===== config.mk =====
export PLATFORM = sky130hd
export DESIGN_NAME = txpld_sched
export DESIGN_NICKNAME = d
export VERILOG_FILES = /design/src/rtl/txpld_sched.sv
export SDC_FILE = /design/constraint.sdc
export NUM_CORES = 1
export LEC_CHECK = 0
export CAP_MARGIN = 30
export CORE_UTILIZATION = 56
export CTS_BUF_LIST = sky130_fd_sc_hd__clkbuf_16
export CTS_CLUSTER_DIAMETER = 40
export CTS_CLUSTER_SIZE = 30
export DETAILED_ROUTE_END_ITERATION = 8
export GPL_TIMING_DRIVEN = 0
export HOLD_SLACK_MARGIN = 0.05
export PLACE_DENSITY = 0.87
export SYNTH_ARGS = -nofsm -noshare
export SYNTH_HDL_FRONTEND = slang
export SYNTH_SLANG_ARGS = --single-unit
export TNS_END_PERCENT = 5

===== constraint.sdc =====
create_clock -name clk_6M -period 5.6 [get_ports clk_6M]
set_input_delay 0.84 -clock clk_6M [delete_from_list [all_inputs] [get_ports clk_6M]]
set_output_delay 0.84 -clock clk_6M [all_outputs]
set_load 0.05 [all_outputs]

===== src/rtl/txpld_sched.sv =====
// txpld_sched: per-TX-slot payload scheduler.
// Picks SCO, ACL or no payload at each payload start, runs the shared bit
// counter and buffer chip-selects, and handles ACL ARQ (SEQN, retransmit,
// buffer release).
module txpld_sched #(
   parameter int CNTW        = 13,
   parameter int SCO_BITS    = 240,
   parameter int ACL_MAXBITS = 2712
) (
   input  logic            clk_6M,
   input  logic            rstz,
   input  logic            tx_start_p,
   input  logic            sco_slot,
   input  logic            bit_en,
   input  logic            acl_rdy,
   input  logic [CNTW-1:0] acl_len,
   input  logic            rx_ack_p,
   input  logic            rx_arqn,
   output logic            lncacl_cs,
   output logic            lncsco_cs,
   output logic [CNTW-1:0] txlnctrl_bitcount,
   output logic [1:0]      tx_type,
   output logic            pld_busy,
   output logic            pld_done_p,
   output logic            txSEQN,
   output logic            acl_release_p
);

   typedef enum logic [1:0] {
      IDLE     = 2'd0,
      SCO_TX   = 2'd1,
      ACL_TX   = 2'd2,
      ACK_WAIT = 2'd3
   } state_t;

   localparam logic [CNTW-1:0] SCO_LEN  = CNTW'(SCO_BITS);
   localparam logic [CNTW-1:0] ACL_MAX  = CNTW'(ACL_MAXBITS);
   localparam logic [CNTW-1:0] CNT_ONE  = CNTW'(1);
   localparam logic [CNTW-1:0] CNT_ZERO = CNTW'(0);

   state_t          state, state_nxt, base_state;
   logic [CNTW-1:0] len, len_nxt;
   logic [CNTW-1:0] bitcount_nxt;
   logic [1:0]      tx_type_nxt;
   logic            acl_cs_nxt, sco_cs_nxt, busy_nxt, done_nxt;
   logic            seqn_nxt, release_nxt;
   logic            null_pend, null_pend_nxt;  // NULL slot: done pulse one cycle later
   logic            ret_ack, ret_ack_nxt;      // SCO slot interrupted an ACK wait

   // Register state and all outputs; reset clears everything, SEQN starts at 1.
   always_ff @(posedge clk_6M or negedge rstz) begin
      if (!rstz) begin
         state             <= IDLE;
         len               <= CNT_ZERO;
         txlnctrl_bitcount <= CNT_ZERO;
         tx_type           <= 2'b00;
         lncacl_cs         <= 1'b0;
         lncsco_cs         <= 1'b0;
         pld_busy          <= 1'b0;
         pld_done_p        <= 1'b0;
         txSEQN            <= 1'b1;
         acl_release_p     <= 1'b0;
         null_pend         <= 1'b0;
         ret_ack           <= 1'b0;
      end else begin
         state             <= state_nxt;
         len               <= len_nxt;
         txlnctrl_bitcount <= bitcount_nxt;
         tx_type           <= tx_type_nxt;
         lncacl_cs         <= acl_cs_nxt;
         lncsco_cs         <= sco_cs_nxt;
         pld_busy          <= busy_nxt;
         pld_done_p        <= done_nxt;
         txSEQN            <= seqn_nxt;
         acl_release_p     <= release_nxt;
         null_pend         <= null_pend_nxt;
         ret_ack           <= ret_ack_nxt;
      end
   end

   // Next-state and next-output logic: ACK handling first, then slot scheduling.
   always_comb begin
      state_nxt     = state;
      base_state    = state;
      len_nxt       = len;
      bitcount_nxt  = txlnctrl_bitcount;
      tx_type_nxt   = tx_type;
      acl_cs_nxt    = lncacl_cs;
      sco_cs_nxt    = lncsco_cs;
      busy_nxt      = pld_busy;
      done_nxt      = null_pend;
      null_pend_nxt = 1'b0;
      seqn_nxt      = txSEQN;
      release_nxt   = 1'b0;
      ret_ack_nxt   = ret_ack;
      case (state)
         IDLE, ACK_WAIT: begin
            // An ACK closes the outstanding packet before this cycle's slot is scheduled.
            if ((state == ACK_WAIT) && rx_ack_p && rx_arqn) begin
               release_nxt = 1'b1;
               seqn_nxt    = ~txSEQN;
               base_state  = IDLE;
            end else begin
               base_state  = state;
            end
            state_nxt = base_state;
            if (tx_start_p) begin
               if (sco_slot) begin
                  state_nxt    = SCO_TX;
                  len_nxt      = SCO_LEN;
                  tx_type_nxt  = 2'b10;
                  sco_cs_nxt   = 1'b1;
                  acl_cs_nxt   = 1'b0;
                  busy_nxt     = 1'b1;
                  bitcount_nxt = CNT_ZERO;
                  ret_ack_nxt  = (base_state == ACK_WAIT);
               end else if (acl_rdy && (acl_len != CNT_ZERO)) begin
                  // New packet from IDLE, or retransmission of the unacked one.
                  state_nxt    = ACL_TX;
                  len_nxt      = (acl_len > ACL_MAX) ? ACL_MAX : acl_len;
                  tx_type_nxt  = 2'b01;
                  acl_cs_nxt   = 1'b1;
                  sco_cs_nxt   = 1'b0;
                  busy_nxt     = 1'b1;
                  bitcount_nxt = CNT_ZERO;
                  ret_ack_nxt  = 1'b0;
               end else begin
                  tx_type_nxt   = 2'b00;
                  null_pend_nxt = 1'b1;
               end
            end else begin
               tx_type_nxt = tx_type;
            end
         end
         SCO_TX, ACL_TX: begin
            // Serve one bit per strobe; tx_start_p and rx_ack_p are ignored here.
            if (bit_en) begin
               if (txlnctrl_bitcount == (len - CNT_ONE)) begin
                  done_nxt     = 1'b1;
                  acl_cs_nxt   = 1'b0;
                  sco_cs_nxt   = 1'b0;
                  busy_nxt     = 1'b0;
                  bitcount_nxt = CNT_ZERO;
                  if (state == ACL_TX) begin
                     state_nxt = ACK_WAIT;
                  end else if (ret_ack) begin
                     state_nxt = ACK_WAIT;
                  end else begin
                     state_nxt = IDLE;
                  end
               end else begin
                  bitcount_nxt = txlnctrl_bitcount + CNT_ONE;
               end
            end else begin
               bitcount_nxt = txlnctrl_bitcount;
            end
         end
         default: begin
            state_nxt    = IDLE;
            acl_cs_nxt   = 1'b0;
            sco_cs_nxt   = 1'b0;
            busy_nxt     = 1'b0;
            bitcount_nxt = CNT_ZERO;
         end
      endcase
   end

endmodule


Yosys cells after proc, flatten, opt, wreduce, memory -nomap -nowiden
Cells that the tools add are included.
{ "classes": {"n_reduce_logical": 14, "n_eq_ne": 9, "magnitude_cmp": 1, "add_sub_neg": 2, "mux": 44, "n_bitwise": 1} }
{ "op_table": {"columns": ["op", "n"], "rows": [
  ["$mux 13", 8],
  ["$pmux 13 s2", 1],
  ["$mux 1", 21],
  ["$mux 2", 10],
  ["$add 13x1->13 const B", 1],
  ["$eq 13x13->1", 1],
  ["$gt 13x12->1 const B", 1],
  ["$reduce_bool 13->1", 1],
  ["$sub 13x1->13 const B", 1],
  ["$eq 2x2->1 const B", 3],
  ["$ne 2x2->1 const B", 3],
  ["$pmux 1 s2", 3],
  ["$reduce_and 2->1", 3],
  ["$reduce_and 3->1", 2],
  ["$pmux 2 s2", 1],
  ["$reduce_and 4->1", 1],
  ["$reduce_or 2->1", 2],
  ["$logic_and 1x1->1", 3],
  ["$ne 3x3->1 const B", 1],
  ["$eq 2x1->1 const B", 1],
  ["$logic_not 2->1", 1],
  ["$reduce_bool 2->1", 1],
  ["$not 1->1", 1]
]} }
{ "totals": {"output_inout_bits": 21, "regBits": 38, "word_cells": 83} }

Depth between registers and ports, before layout
Gate-level depths: netlist (run 1).
{ "logic_depth": {"depth_word": 9, "mapped_depth": 10} }

Worst setup path before layout (run 1)
OpenSTA, ideal clock, no wires.
{ "synth_timing": {"path_type": "register -> register", "from": "reg len[2]", "to": "reg txlnctrl_bitcount[11]", "required_ns": 5.453, "path_stages_with_launch": 10, "arrival_ns": 2.638, "setup_slack_ns": 2.815, "cell_sequence": "dfrtp_1 buf_6 or4_4 or3_1 or3_4 a211oi_4 a31oi_4 buf_4 a31oi_1 o31ai_1"} }
{ "synth_between": {"elab_chain_len": 5} }
{ "synth_rtl": {"columns": ["item", "line_no", "rtl"], "rows": [
  ["from (decl)", "42", "logic [CNTW-1:0] len, len_nxt;"],
  ["from (signal assigned)", "67", "len <= len_nxt;"],
  ["$sub 13x1->13", "138", "if (txlnctrl_bitcount == (len - CNT_ONE)) begin"],
  ["$eq 13x13->1", "138", null],
  ["$mux 13", "138", null],
  ["$mux 13", "137", "if (bit_en) begin"],
  ["$pmux 13 s2", "96", "case (state)"],
  ["to (signal assigned)", "68", "txlnctrl_bitcount <= bitcount_nxt;"],
  ["to (decl)", "21", "output logic [CNTW-1:0] txlnctrl_bitcount,"]
]} }
No other way between the ends. The select of a mux whose other input is x is not followed.
A chain may end at the register's enable or synchronous reset.

Worst setup path after layout (run 1)
{ "layout_timing": {"from": "in acl_len[4]", "to": "reg txlnctrl_bitcount[4]"} }
{ "layout_between": {"elab_chain_len": 4} }
{ "layout_rtl": {"columns": ["item", "line_no", "rtl"], "rows": [
  ["from (decl)", "16", "input logic [CNTW-1:0] acl_len,"],
  ["$reduce_bool 13->1", "117", "end else if (acl_rdy && (acl_len != CNT_ZERO)) begin"],
  ["$logic_and 1x1->1", "117", null],
  ["$ne 3x3->1 (no line)", null, null],
  ["$reduce_and 3->1 (no line)", null, null]
]} }
No other way between the ends.

==> results.md, run 1 <==
Floorplanning:
- Measured along the x axis, the die boundary spans around 66 um.
- The area of the placeable core is roughly 3800 um^2.
- The floorplan row count is 22.
- From bottom edge to top edge, the die measures 66.2 um.
- The die covers approximately 4400 um^2.
- The starting density of the core is a little over 60%.
- In this run the count of I/O pins placed on the die edge is 42.

Drt:
- The count of nets left with antenna violations once routing finished came out at 0.
- After detailed routing, the wire length on met1 is 2.45 mm.
- For this run, design rule violations remaining after detail routing come to 0.
- The routed design uses 236 um of met3 wire.
- The detail-routed via count per cell is ~6.
- The uppermost signal routing layer after detailed routing is met4.
- The number of vias after detailed routing is roughly 2,100.
- For this block, the routed nets add up to approximately 5.4 mm of wire.
- After the first detailed-routing iteration, the DRC count stood at about 120.
- The first-pass iteration count of the detailed router is 4.
- After detailed routing, the average wire length per cell comes to between 15 and 20 um.
- The amount of wire on met2 after detailed routing is approximately 2.6 mm.

STA:
- Final hold analysis gives a worst-case slack of 0.448 ns.
- The count of final max-slew check failures is 0.
- The worst pin sits at a relative slew slack of between 40% and 50%.
- For the pin with the worst max-slew slack, the measured transition is around 0.8 ns.
- The routed design could run at a clock period as short as about 3.1 ns.
- For this run, the top clock speed supported by timing is roughly 0.32 GHz.
- Once routing completed, OpenROAD measured the worst setup slack at ~2.5 ns.
- After layout, the worst path uses between 50% and 60% of the clock period.
- Clock skew on the completed layout was measured at between 0.002 and 0.0025 ns.
- Setup repair after global routing left no endpoint under its margin.
- The count of final setup violators is 0.
- The final-report hold violation count is 0.
- The sum of negative setup slack is 0 ns.

Clock network:
- The clock sink total is 38.
- Buffers inserted to repair hold after CTS numbered 0.
- TritonCTS created 5 clock buffers.
- The post-CTS setup buffer count is 0.
- The library cell used as clock root buffer is sky130_fd_sc_hd__clkbuf_16.
- The clock passes through at most 2 buffers.
- The number of gates resized after CTS was 0.
- TritonCTS built the clock tree.
- The clock reaches the later pin of the worst-skew pair after around 0.28 ns.
- Clock-pin slew was measured on the worst setup and hold paths at about 0.05 ns.
- The H-tree depth reported by CTS is 2.

Critical path:
- On the critical path, the stage with the largest delay is an instance of sky130_fd_sc_hd__clkdlybuf4s50_1.
- The worst register-to-register path has a depth of 8.
- The cell family contributing the most delay on the critical path is compound AO/OA/AOI/OAI gates.
- The endpoint identified for the worst register-to-register timing path is txlnctrl_bitcount[12].
- Together, buffers and inverters on the worst path number 2.
- The worst register-to-register path has a setup slack of 2.56 ns.
- The critical path in this run is classified as in -> reg.
- STA puts the critical path data required time at ~5.8 ns.
- The critical path goes through clkdlybuf4s50_1 > nor4_1 > a41oi_1 > o21bai_1 > and2_1 > clkbuf_1 > a21oi_1 > o22ai_1.
- In this run the worst path has a maximum fanout of 10.
- The launch point of the worst reg-to-reg path is len[3].
- The kind of start point of the critical path is an input port.
- The worst setup path is captured at a flop.
- For the worst setup path, the data arrival time is approximately 3.3 ns.
- On the worst path, the slowest cell contributes a delay of ~0.47 ns.

Yosys:
- The post-synthesis area per instance is roughly 9.1 um^2.
- The most frequently used cell type in the post-synthesis netlist is sky130_fd_sc_hd__dfrtp_1.
- The count of yosys warnings during synthesis is 0.
- The sequential cell area fraction in the yosys report is between 40% and 50%.
- Summing every instance area after synthesis gives 2310 um^2.
- The synthesis-stage register bit count is 38.
- In this run, synthesis inferred 0 flip-flops with an integrated enable.
- Sorting the synthesized cells by how often they occur yields sky130_fd_sc_hd__dfrtp_1 (37), sky130_fd_sc_hd__nand2_1 (29), sky130_fd_sc_hd__nor2_1 (17).
- The post-synthesis cell count is about 250.
- The largest total area in the synthesized netlist belongs to sky130_fd_sc_hd__dfrtp_1.
- After synthesis, the largest area contributor takes up 40.1% of total cell area.
- Ranked by total cell area, the synthesized netlist is headed by sky130_fd_sc_hd__dfrtp_1 (40%), sky130_fd_sc_hd__nand2_1 (4.7%), sky130_fd_sc_hd__xor2_1 (3.4%).
- After synthesis, the share of flip-flops with an asynchronous set or reset is 100%.
- Synthesis produced a netlist with a net count of 278.
- For this run, the leading register cell type out of synthesis is sky130_fd_sc_hd__dfrtp_1.
- The count of different cell masters after synthesis is between 50 and 60.

Placement:
- The post-place setup slack is roughly 2.3 ns.
- The count of buffers from port buffering is a little over 40.
- The post-DP HPWL is 4.04 mm.
- The final RePlAce weighted congestion is around 0.89.

Global routing:
- The global routing usage summed across all routing layers is between 20 and 30%.
- The maximum number of pins on one net before global-route repair is 39.
- The via count of the first global-routing pass is ~2,000.
- The sum of overflow across all layers after global routing is 0.
- The initial antenna violation count is 0.
- The first global-routing pass estimated 9.25 mm of wire.

Worst hold path:
- The critical hold path startpoint is null_pend.
- The worst hold path terminates at pld_done_p.
- Counting instances, the worst hold path has a depth of 1.
- The path class of the tightest hold or removal check is reg -> reg.

Power:
- In this run the power density over the cells is about 510 nW/um^2.
- The leakage component of the power is 1.21 nW.
- The maximum ir drop on the vdd rail is between 0.3 and 0.4 mV.

Run:
- The max-capacitance violation count is 0.

Run status:
- The run finished with clean final reports.

Layout:
- Cells with a size suffix above 1 make up ~6.3% of the layout.
- The final cell utilization of the core is around three quarters.
- 0 antenna diodes ended up in the layout.
- The net count reported at finish is 326.
- The area growth from synthesis to layout is 26.1%.
stage by stage:
stage	std cells	power, mW	instance area [um^2]
after floorplan	253	0.995	2310
after global placement	342	1.20	2780
after detailed placement	342	1.22	2770
after CTS	350	1.49	2910
after global routing	350	1.58	2910
final	350	1.49	2910
final cells by class:
| class | instances | area (um^2) |
|---|---|---|
| plain buffers | 9 | 46.3 |
| fillers | 264 | 890 |
| multi-input cells | 194 | 1260 |
| repair buffers | 41 | 405 |
| inverters | 12 | 45.0 |
| clock buffers | 5 | 125 |
| well taps | 48 | 60.1 |
| clock inverters | 3 | 11.3 |
| flip-flops and latches | 38 | 952 |
cells by family after synthesis:
logic type,share of synthesized area [%]
AND/OR/NAND/NOR,27.4
flip-flops,41.3
AO/OA/AOI/OAI,19.9
XOR/XNOR,5.31
buffers and inverters,3.96
adder cells (fa/ha/maj),2.17
how the worst max path moves through the flow:
stage | startpoint | endpoint | slack, ns | cells after the start
CTS | acl_len[4] | txlnctrl_bitcount[12] | 2.50 | 8
finish | acl_len[4] | txlnctrl_bitcount[4] | 2.46 | 8
global route | acl_len[4] | txlnctrl_bitcount[12] | 2.33 | 8
floorplan | len[2] | txlnctrl_bitcount[11] | 2.82 | 9
detailed placement | acl_len[4] | txlnctrl_bitcount[12] | 2.25 | 8
global placement | acl_len[4] | txlnctrl_bitcount[8] | 2.24 | 8
registers in the layout, indices dropped and copies added, names as in the netlist:
signal	cells
acl_release_p	1
lncsco_cs	1
txlnctrl_bitcount	13
pld_busy	1
lncacl_cs	1
len	13
ret_ack	1
pld_done_p	1
state	2
null_pend	1
tx_type	2
txSEQN	1
power by group:
group          switching [mW]  leakage, nW  total, mW  internal (mW)
Clock                   0.102       0.0663      0.262          0.160
Combinational           0.496        0.660      0.785          0.289
Sequential             0.0844        0.488      0.442          0.358
Total                   0.682         1.21       1.49          0.807
layer usage:
metal	up-vias	track usage [%]
li1	1026	-
met3	13	3.97
met4	0	13.0
met1	1036	36.8
met5	-	0
met2	70	46.0
cells in the final DEF, fill, tap and decap left out, drive strengths merged, types with 7 or more instances in the layout:
master / netlist / final
nand3: 14 / 14
nor3: 8 / 8
xor2: 9 / 9
and2: 7 / 7
o22ai: 7 / 7
inv: 12 / 12
nand2: 30 / 30
nand2b: 9 / 9
clkdlybuf4s50: 0 / 40
dfrtp: 37 / 37
nor2: 17 / 17
a21oi: 9 / 9
clkbuf: 6 / 11
o21ai: 8 / 8
(Power assumes the default switching activity.)
==> inputs of run 2 (changes only) <==
--- a/config.mk
+++ b/config.mk
@@ -6,14 +6,14 @@
 export NUM_CORES = 1
 export LEC_CHECK = 0
 export CAP_MARGIN = 30
-export CORE_UTILIZATION = 56
+export CORE_UTILIZATION = 52
 export CTS_BUF_LIST = sky130_fd_sc_hd__clkbuf_16
 export CTS_CLUSTER_DIAMETER = 40
 export CTS_CLUSTER_SIZE = 30
 export DETAILED_ROUTE_END_ITERATION = 8
 export GPL_TIMING_DRIVEN = 0
 export HOLD_SLACK_MARGIN = 0.05
-export PLACE_DENSITY = 0.87
+export PLACE_DENSITY = 0.81
 export SYNTH_ARGS = -nofsm -noshare
 export SYNTH_HDL_FRONTEND = slang
 export SYNTH_SLANG_ARGS = --single-unit
==> constraint.sdc (replaced) <==
create_clock -name clk_6M -period 3.1 [get_ports clk_6M]
set_input_delay 0.465 -clock clk_6M [delete_from_list [all_inputs] [get_ports clk_6M]]
set_output_delay 0.465 -clock clk_6M [all_outputs]
set_load 0.05 [all_outputs]
==> run 2 against run 1 <==
Effect of this change:
- final cell count increased by 0.29%
- sequential cell count did not move
- cell area barely moved
- worst setup slack worse by 2.3 ns
- utilization is 5.9 points lower
- clock skew increased by 0.0023 ns
- clock power grew 81%
- combinational power increased by 80%
- first-iteration DRC count is 57% higher
- via count is 0.75% lower
- largest cell class unchanged
- highest routed layer unchanged
==> results.md, run 2 (synthesized netlist as in run 1, its figures left out) <==
Placement:
- The placed instance area is 2780 um^2 (about the same).
- The final RePlAce weighted congestion came to 0.871 (-2.6%).
- The post-DP HPWL is 4.00 mm (-1.1%).
- The cell total after placement is 344 (+0.58%).
- The count of buffers from port buffering is 41 (unchanged).

Drt:
- The average wire per standard cell was 15.3 um (-1.6%).
- The number of routed nets with antenna violations came to 0 (unchanged).
- The final wirelength was 5.36 mm (-1.3%).
- The detail-routed via count per cell is 6.07 (-1.0%).
- The final routed DRC violation total is 0 (unchanged).
- The first-pass iteration count of the detailed router is 4 (unchanged).
- The DRC violation total after the first TritonRoute iteration is 191 (+57%).
- The number of vias after detailed routing is 2,129 (-0.75%).

Critical path:
- The slowest stage of the critical path belongs to the cell sky130_fd_sc_hd__or4_4.
- The endpoint identified for the worst register-to-register timing path is txlnctrl_bitcount[11].
- The worst-path maximum fanout is 10 (unchanged).
- The element type at the critical path end is a flop.
- The critical path class is reg -> reg.
- The sum of buffers and inverters on the critical path is 2 (unchanged).
- The kind of start point of the critical path is a flop.
- The highest cell delay on the worst timing path came to 0.54 ns (+0.07 ns).
- In this run the critical register-to-register path is launched from len[2].
- The cell count of the worst reg-to-reg path is 9 (+1).
- Walking the worst path, the cells encountered are buf_6 > or4_4 > or3_1 > or3_4 > a211oi_4 > a31oi_4 > buf_4 > a31oi_1 > o31ai_1.
- The setup slack on the worst flop-to-flop path is 0.18 ns (-2.38 ns).
- The required time of the worst setup path was 3.26 ns (-2.54 ns).
- The data arrival at the endpoint of the critical path is 3.08 ns (-0.25 ns).
- The dominant delay contributor by cell family on the critical path is simple AND/OR/NAND/NOR gates.

Power:
- The portion of total power attributed to sequential cells was 30.0% (+0.3 points).
- The switching portion of total power is 45.6% (-0.16 points).
- The internal power consumption came to 1.46 mW (+81%).
- The power per unit of standard cell area is 923 nW/um^2 (+80%).
- The maximum ir drop on the vdd rail is 0.454 mV (+44%).
- The power share of the combinational group is 52.4% (-0.3 points).
- The clock share of power was 17.6% (about the same).
- The switching power came to 1.23 mW (+80%).
- The leakage component of the power is 1.21 nW (-0.14%).

Run:
- The max-capacitance violation count was 0 (unchanged).

STA:
- The minimum clock period is 2.92 ns.
- The final-report hold violation count came to 0 (unchanged).
- The worst setup skew after layout was 0.00470 ns (+0.00226 ns).
- The count of final max-slew check failures was 0 (unchanged).
- The ratio of final minimum period to clock period is a little over nine tenths.
- The measured slew at the worst slew-check pin is 0.846 ns (+0.0335 ns).
- The remaining max-slew budget at the tightest pin is 43.6% (-2.2 points).
- The highest attainable clock frequency is between 0.3 and 0.4 GHz.
- Setup repair after global routing left no endpoint under its margin.
- The sum of negative setup slack is 0 ns (unchanged).
- The count of final setup violators was 0 (unchanged).

Clock network:
- CTS placed an instance of sky130_fd_sc_hd__clkbuf_16 at the clock tree root.
- The clock transition at the registers of the reported paths is 0.06 ns (about the same).
- The clock sink total is 38 (unchanged).
- The TritonCTS clock tree is yes.
- The deepest clock path buffer count was 2 (unchanged).
- The post-cts resize count came to 0 (unchanged).
- The total CTS buffers is 5 (unchanged).
- The post-CTS setup buffer count came to 0 (unchanged).
- The number of hold buffers added after CTS is 0 (unchanged).
- The latest clock arrival within the worst-skew pair came to 0.28 ns (about the same).
- The H-tree depth reported by CTS is 2 (unchanged).

Floorplanning:
- The starting density of the core was 56.1% (-4.7 points).
- The floorplan row count came to 23 (+4.5%).
- The die boundary width was 68.6 um (+3.7%).
- The area of the placeable core was 4120 um^2 (+8.3%).
- The number of placed I/O pins is 42 (unchanged).
- The height of the chip came to 68.6 um (+3.7%).
- The area of the die came to 4710 um^2 (+7.5%).

Layout:
- Leaving out fill and tap cells, the most frequent cell in the layout is sky130_fd_sc_hd__clkdlybuf4s50_1.
- The share of post-route cells with drive strength above 1 is 6.64% (+0.35 points).
- The count of filler cells inserted in the layout is 336 (+27%).
- The final antenna diode count is 0 (unchanged).
- The non-filler instance count after layout was 351 (+0.29%).
- The area growth from synthesis to layout was 26.1% (about the same).
- In the layout the commonest cells are sky130_fd_sc_hd__clkdlybuf4s50_1 (40), sky130_fd_sc_hd__dfrtp_1 (37), sky130_fd_sc_hd__nand2_1 (29), sky130_fd_sc_hd__nor2_1 (17), sky130_fd_sc_hd__nand3_1 (14).
- In the final layout, the registers with the most flip-flops are len x13, txlnctrl_bitcount x13.
- The net count reported at finish is 325 (-0.31%).
- The cell area after layout was 2910 um^2 (about the same).

Global routing:
- The global-route wire length before repair is 8.58 mm (-7.3%).
- The global routing usage summed across all routing layers is 25.4% (-2.8 points).
- The sum of overflow across all layers after global routing is 0 (unchanged).
- The maximum number of pins on one net before global-route repair was 39 (unchanged).
- The via count of the first global-routing pass came to 1,844 (-7.8%).
- The initial antenna violation count is 0 (unchanged).

Run status:
- The flow ran to the end, and the final reports show no timing, DRC or antenna violations.

Worst hold path:
- The class of the most critical hold timing path is in -> async.
run 2: cell count changes in the layout (fill, tap and decap cells not counted):
cell | previous run | this run
sky130_fd_sc_hd__clkbuf_1 | 6 | 5
sky130_fd_sc_hd__ha_1 | 4 | 3
sky130_fd_sc_hd__ha_2 | 0 | 1
sky130_fd_sc_hd__o311ai_0 | 2 | 1
sky130_fd_sc_hd__o311ai_1 | 0 | 1
run 2: worst reg2reg max path: stages, from the launching register on:
cell and delay (ns):
sky130_fd_sc_hd__dfrtp_1 0.38, sky130_fd_sc_hd__buf_6 0.14, sky130_fd_sc_hd__or4_4 0.54, sky130_fd_sc_hd__or3_1 0.38
sky130_fd_sc_hd__or3_4 0.42, sky130_fd_sc_hd__a211oi_4 0.30, sky130_fd_sc_hd__a31oi_4 0.17, sky130_fd_sc_hd__buf_4 0.22
sky130_fd_sc_hd__a31oi_1 0.16, sky130_fd_sc_hd__o31ai_1 0.09
run 2: stage by stage:
step | setup WS (ns) | hold WS (ns) | power [mW] | util [%]
final | 0.177 | 0.295 | 2.69 | 70.7
after global routing | 0.0162 | 0.372 | 2.86 | 70.7
after CTS | 0.120 | 0.329 | 2.69 | 70.8
after detailed placement | 0.132 | 0.428 | 2.20 | 67.4
after global placement | 0.134 | 0.427 | 2.17 | 67.6
after floorplan | 0.315 | 0.169 | 1.80 | -
run 2: cell type report:
cell class                      instances  area, um^2  area share [%]
Sequential cell                        38         952            32.7
Inverter                               12        45.0            1.55
Clock inverter                          3        11.3           0.387
Buffer                                  8        42.5            1.46
Tap cell                               50        62.6            2.15
Timing Repair Buffer                   41         405            13.9
Multi-Input combinational cell        194        1270            43.5
Clock buffer                            5         125            4.30
run 2: power by group through the flow:
stage                     clock, mW  combinational [mW]  sequential (mW)
after floorplan                   0               0.765             1.03
after global placement            0                1.37            0.797
after detailed placement          0                1.40            0.804
after CTS                     0.482                1.41            0.796
after global routing          0.501                1.53            0.831
final                         0.474                1.41            0.805
run 2: worst max-delay path by stage:
stage	from	endpoint	slack, ns	cells after the start
floorplan	len[2]	txlnctrl_bitcount[11]	0.32	9
detailed placement	len[7]	txlnctrl_bitcount[11]	0.13	9
CTS	len[7]	txlnctrl_bitcount[11]	0.12	9
finish	len[2]	txlnctrl_bitcount[11]	0.18	9
global route	len[2]	txlnctrl_bitcount[10]	0.02	8
global placement	acl_len[3]	txlnctrl_bitcount[10]	0.13	8
run 2: per-layer routing:
metal / wire length (um) / up-vias / track usage (%) / share of wire, %
li1: - / 1023 / - / -
met1: 2500 / 1028 / 34.5 / 47
met2: 2520 / 72 / 40.8 / 47
met3: 271 / 6 / 4.61 / 5.1
met4: 71 / 0 / 7.81 / 1.3
met5: 0 / - / 0 / 0
==> inputs of run 3 (changes only) <==
--- a/config.mk
+++ b/config.mk
@@ -5,15 +5,17 @@
 export SDC_FILE = /design/constraint.sdc
 export NUM_CORES = 1
 export LEC_CHECK = 0
+export ABC_AREA = 1
 export CAP_MARGIN = 30
-export CORE_UTILIZATION = 52
+export CORE_UTILIZATION = 54
 export CTS_BUF_LIST = sky130_fd_sc_hd__clkbuf_16
 export CTS_CLUSTER_DIAMETER = 40
 export CTS_CLUSTER_SIZE = 30
 export DETAILED_ROUTE_END_ITERATION = 8
 export GPL_TIMING_DRIVEN = 0
 export HOLD_SLACK_MARGIN = 0.05
-export PLACE_DENSITY = 0.81
+export PLACE_DENSITY = 0.83
+export SKIP_LAST_GASP = 1
 export SYNTH_ARGS = -nofsm -noshare
 export SYNTH_HDL_FRONTEND = slang
 export SYNTH_SLANG_ARGS = --single-unit
==> run 3 against run 2 <==
Effect of this change:
- routed wire length up 23%
- critical path type is now in -> reg
- largest power group unchanged
- critical endpoint is now txlnctrl_bitcount[9]
- final cell count up 38%
- die area up 7.6%
- largest cell class unchanged
- non-clock buffer count down 3
- sequential cell count unchanged
- highest routed layer unchanged
- hold slack worse by 0.0050 ns
- synthesized cell count up 51%
- critical path depth up 4
==> results.md, run 3 <==
Run status:
- The run finished with clean final reports.

Drt:
- The number of vias after detailed routing is 2,611 (+23%).
- The DRC violation total after the first TritonRoute iteration is 180 (-5.8%).
- The average wire per standard cell is 13.6 um (-11%).
- The first-pass iteration count of the detailed router is 4 (unchanged).
- The final wirelength came to 6.57 mm (+23%).
- The detail-routed via count per cell was 5.41 (-11%).
- The number of routed nets with antenna violations is 0 (unchanged).
- The final routed DRC violation total is 0 (unchanged).

Yosys:
- The cell area after synthesis came to 2580 um^2 (+12%).
- The most used flip-flop cell after synthesis is sky130_fd_sc_hd__dfrtp_1.
- The most common cell in the synthesized netlist is sky130_fd_sc_hd__nand2_1.
- The number of flops mapped to enable cells by yosys is 0 (unchanged).
- The simple-gate share of the synthesized area was 39.0% (+12 points).
- By count the netlist is led by sky130_fd_sc_hd__nand2_1 (129), sky130_fd_sc_hd__inv_1 (61), sky130_fd_sc_hd__dfrtp_1 (37).
- The area share of the largest cell type after synthesis is 35.8% (-4.3 points).
- The synthesized net count is 407 (+46%).
- The count of different cell masters after synthesis is 30 (-48%).
- Ranked by total cell area, the synthesized netlist is headed by sky130_fd_sc_hd__dfrtp_1 (36%), sky130_fd_sc_hd__nand2_1 (19%), sky130_fd_sc_hd__inv_1 (8.9%).
- The share of the synthesized area in compound gates (AO/OA/AOI/OAI) is 6.34% (-14 points).
- The sequential cell area fraction in the yosys report is 36.9% (-4.4 points).
- The synthesis-stage register bit count is 38 (unchanged).
- The fraction of the mapped netlist area in adder cells is 1.94% (-0.23 points).
- The count of yosys warnings during synthesis was 0 (unchanged).
- The post-synthesis area per instance is 6.76 um^2 (-26%).
- The proportion of synthesized flip-flops having asynchronous set or reset was 100% (unchanged).
- The fraction of synthesized cell area in xor and xnor cells is 5.76% (+0.45 points).
- The post-synthesis mux area share is 0% (unchanged).
- The largest family of logic cells by synthesized area is simple AND/OR/NAND/NOR gates.
- The post-synthesis cell count is 382 (+51%).
- The largest total area in the synthesized netlist belongs to sky130_fd_sc_hd__dfrtp_1.

STA:
- The measured slew at the worst slew-check pin is 0.847 ns (+0.000592 ns).
- The worst setup skew after layout is 0.00596 ns (+0.00126 ns).
- The count of final max-slew check failures is 0 (unchanged).
- The minimum clock period is 2.37 ns (-0.556 ns).
- The remaining max-slew budget at the tightest pin is 43.5% (about the same).
- The count of final setup violators is 0 (unchanged).
- Setup repair after global routing left no endpoint under its margin.
- The highest attainable clock frequency was 0.422 GHz (+23%).
- The final-report hold violation count is 0 (unchanged).
- The sum of negative setup slack came to 0 ns (unchanged).
- The ratio of final minimum period to clock period is 76.4% (-18 points).

Layout:
- The share of post-route cells with drive strength above 1 is 6.50% (-0.15 points).
- The count of filler cells inserted in the layout is 374 (+11%).
- The area growth from synthesis to layout is 24.6%.
- The net count reported at finish is 455 (+40%).
- The cell area after layout is 3220 um^2 (+11%).
- The library cell used most frequently in the layout, excluding fill and tap cells, is sky130_fd_sc_hd__nand2_1.
- In the final layout, the registers with the most flip-flops are len x13, txlnctrl_bitcount x13.
- In the layout the commonest cells are sky130_fd_sc_hd__nand2_1 (129), sky130_fd_sc_hd__inv_1 (61), sky130_fd_sc_hd__clkdlybuf4s50_1 (40), sky130_fd_sc_hd__dfrtp_1 (37), sky130_fd_sc_hd__nor2_1 (36).
- The final antenna diode count was 0 (unchanged).

Global routing:
- The global-route met1 utilization is 37.4% (+2.8 points).
- After global routing, the most crowded layer is met2.
- The initial antenna violation count is 0 (unchanged).
- The maximum number of pins on one net before global-route repair came to 39 (unchanged).
- The global-route wire length before repair is 11.7 mm (+36%).
- The routing usage on met2 was 52.0% (+11 points).
- The global routing usage summed across all routing layers is 30.0% (+4.6 points).
- The via count of the first global-routing pass is 2,598 (+41%).
- The global routing usage on met3 is 5.41% (+0.81 points).
- The sum of overflow across all layers after global routing is 0 (unchanged).

Clock network:
- Clock tree synthesis selected as its root buffer the cell sky130_fd_sc_hd__clkbuf_16.
- The clock transition at the registers of the reported paths is 0.06 ns (about the same).
- The latest clock arrival within the worst-skew pair is 0.28 ns (about the same).
- The clock sink total was 38 (unchanged).
- TritonCTS built the clock tree.
- The total CTS buffers is 5 (unchanged).
- The post-cts resize count is 0 (unchanged).
- The deepest clock path buffer count is 2 (unchanged).
- The number of hold buffers added after CTS is 0 (unchanged).
- The H-tree depth reported by CTS is 2 (unchanged).
- The post-CTS setup buffer count came to 0 (unchanged).

Run:
- The max-capacitance violation count is 0 (unchanged).

Placement:
- The final RePlAce weighted congestion is 0.969 (+11%).
- The placed instance area was 3050 um^2 (+10%).
- The post-DP HPWL is 5.18 mm (+30%).
- The count of buffers from port buffering is 41 (unchanged).

Critical path:
- The highest cell delay on the worst timing path is 0.42 ns (-0.12 ns).
- The worst setup path is launched from an input port.
- The cell type of the slowest stage on the worst timing path is sky130_fd_sc_hd__clkdlybuf4s50_1.
- Walking the worst path, the cells encountered are clkdlybuf4s50_1 > nor2_1 > nand2_1 > nor2_1 > nand2_1 > nand2_1 > nand2_1 > nand2_1 > nand2_1 > buf_2 > nand2_1 > xor2_1 > a21oi_1.
- The required time of the worst setup path was 3.25 ns (about the same).
- The worst-path maximum fanout is 10 (unchanged).
- The critical path class is in -> reg.
- The element type at the critical path end is a flop.
- Among the stages of the critical path, the cell type that occurs most often is sky130_fd_sc_hd__nand2_1.
- The dominant delay contributor by cell family on the critical path is simple AND/OR/NAND/NOR gates.
- The data arrival at the endpoint of the critical path was 2.52 ns (-0.56 ns).
- The sum of buffers and inverters on the critical path is 2 (unchanged).

Floorplanning:
- The die boundary width was 71.2 um (+3.7%).
- The number of placed I/O pins is 42 (unchanged).
- The area of the die came to 5070 um^2 (+7.6%).
- The floorplan row count is 24 (+4.3%).
- The height of the chip is 71.2 um (+3.7%).
- The area of the placeable core is 4470 um^2 (+8.7%).
- The starting density of the core is 57.7% (+1.7 points).

Worst hold path:
- The class of the most critical hold timing path is in -> async.

Power:
- The leakage component of the power came to 1.64 nW (+35%).
- The power per unit of standard cell area came to 813 nW/um^2 (-12%).
- The maximum ir drop on the vdd rail is 0.554 mV (+22%).
## run 3: logic make-up after synthesis
group           count (synthesis)
fa+ha+maj                       4
compound gates                 29
buf+inv                        67
xor+xnor                       17
flops                          38
simple gates                  227
## run 3: where the power goes
group	internal, mW	switching [mW]
Sequential	0.622	0.129
Combinational	0.425	0.871
Clock	0.376	0.194
## run 3: area by class of cell
class                   count  area (um^2)  share of cell area, %
multi-input cells         277         1370                   42.6
flip-flops and latches     38          952                   29.6
repair buffers             41          405                   12.6
inverters                  62          233                   7.23
clock buffers               5          125                   3.89
well taps                  52         65.1                   2.02
clock inverters             3         40.0                   1.24
plain buffers               5         28.8                  0.894
## run 3: metal layers
metal | share of wire [%] | vias up
met2 | 51 | 61
li1 | - | 1291
met4 | 1.7 | 0
met1 | 43 | 1248
met5 | 0 | -
met3 | 4.6 | 11
## run 3: worst paths after layout
kind                                         to  depth (start not counted)         from  slack (ns)
setup / recovery           txlnctrl_bitcount[9]                         13  acl_len[11]        0.73
hold / removal                        lncacl_cs                          1         rstz        0.29
setup reg to reg                       state[0]                         17       len[0]        0.78
hold reg to reg                      pld_done_p                          1    null_pend        0.46
max in group asynchronous                len[5]                          1         rstz        2.27
min in group clk_6M                  pld_done_p                          1    null_pend        0.46
## run 3: per-stage QoR
step / utilization [%] / instances / worst slack [ns] / total power, mW / hold slack [ns]
after floorplan: - / 382 / 1.17 / 1.67 / 0.169
final: 72.0 / 483 / 0.732 / 2.62 / 0.290
after CTS: 72.0 / 483 / 0.759 / 2.62 / 0.328
after global routing: 72.0 / 483 / 0.468 / 2.80 / 0.374
after detailed placement: 68.3 / 475 / 0.477 / 2.04 / 0.449
after global placement: 68.4 / 475 / 0.552 / 1.99 / 0.457
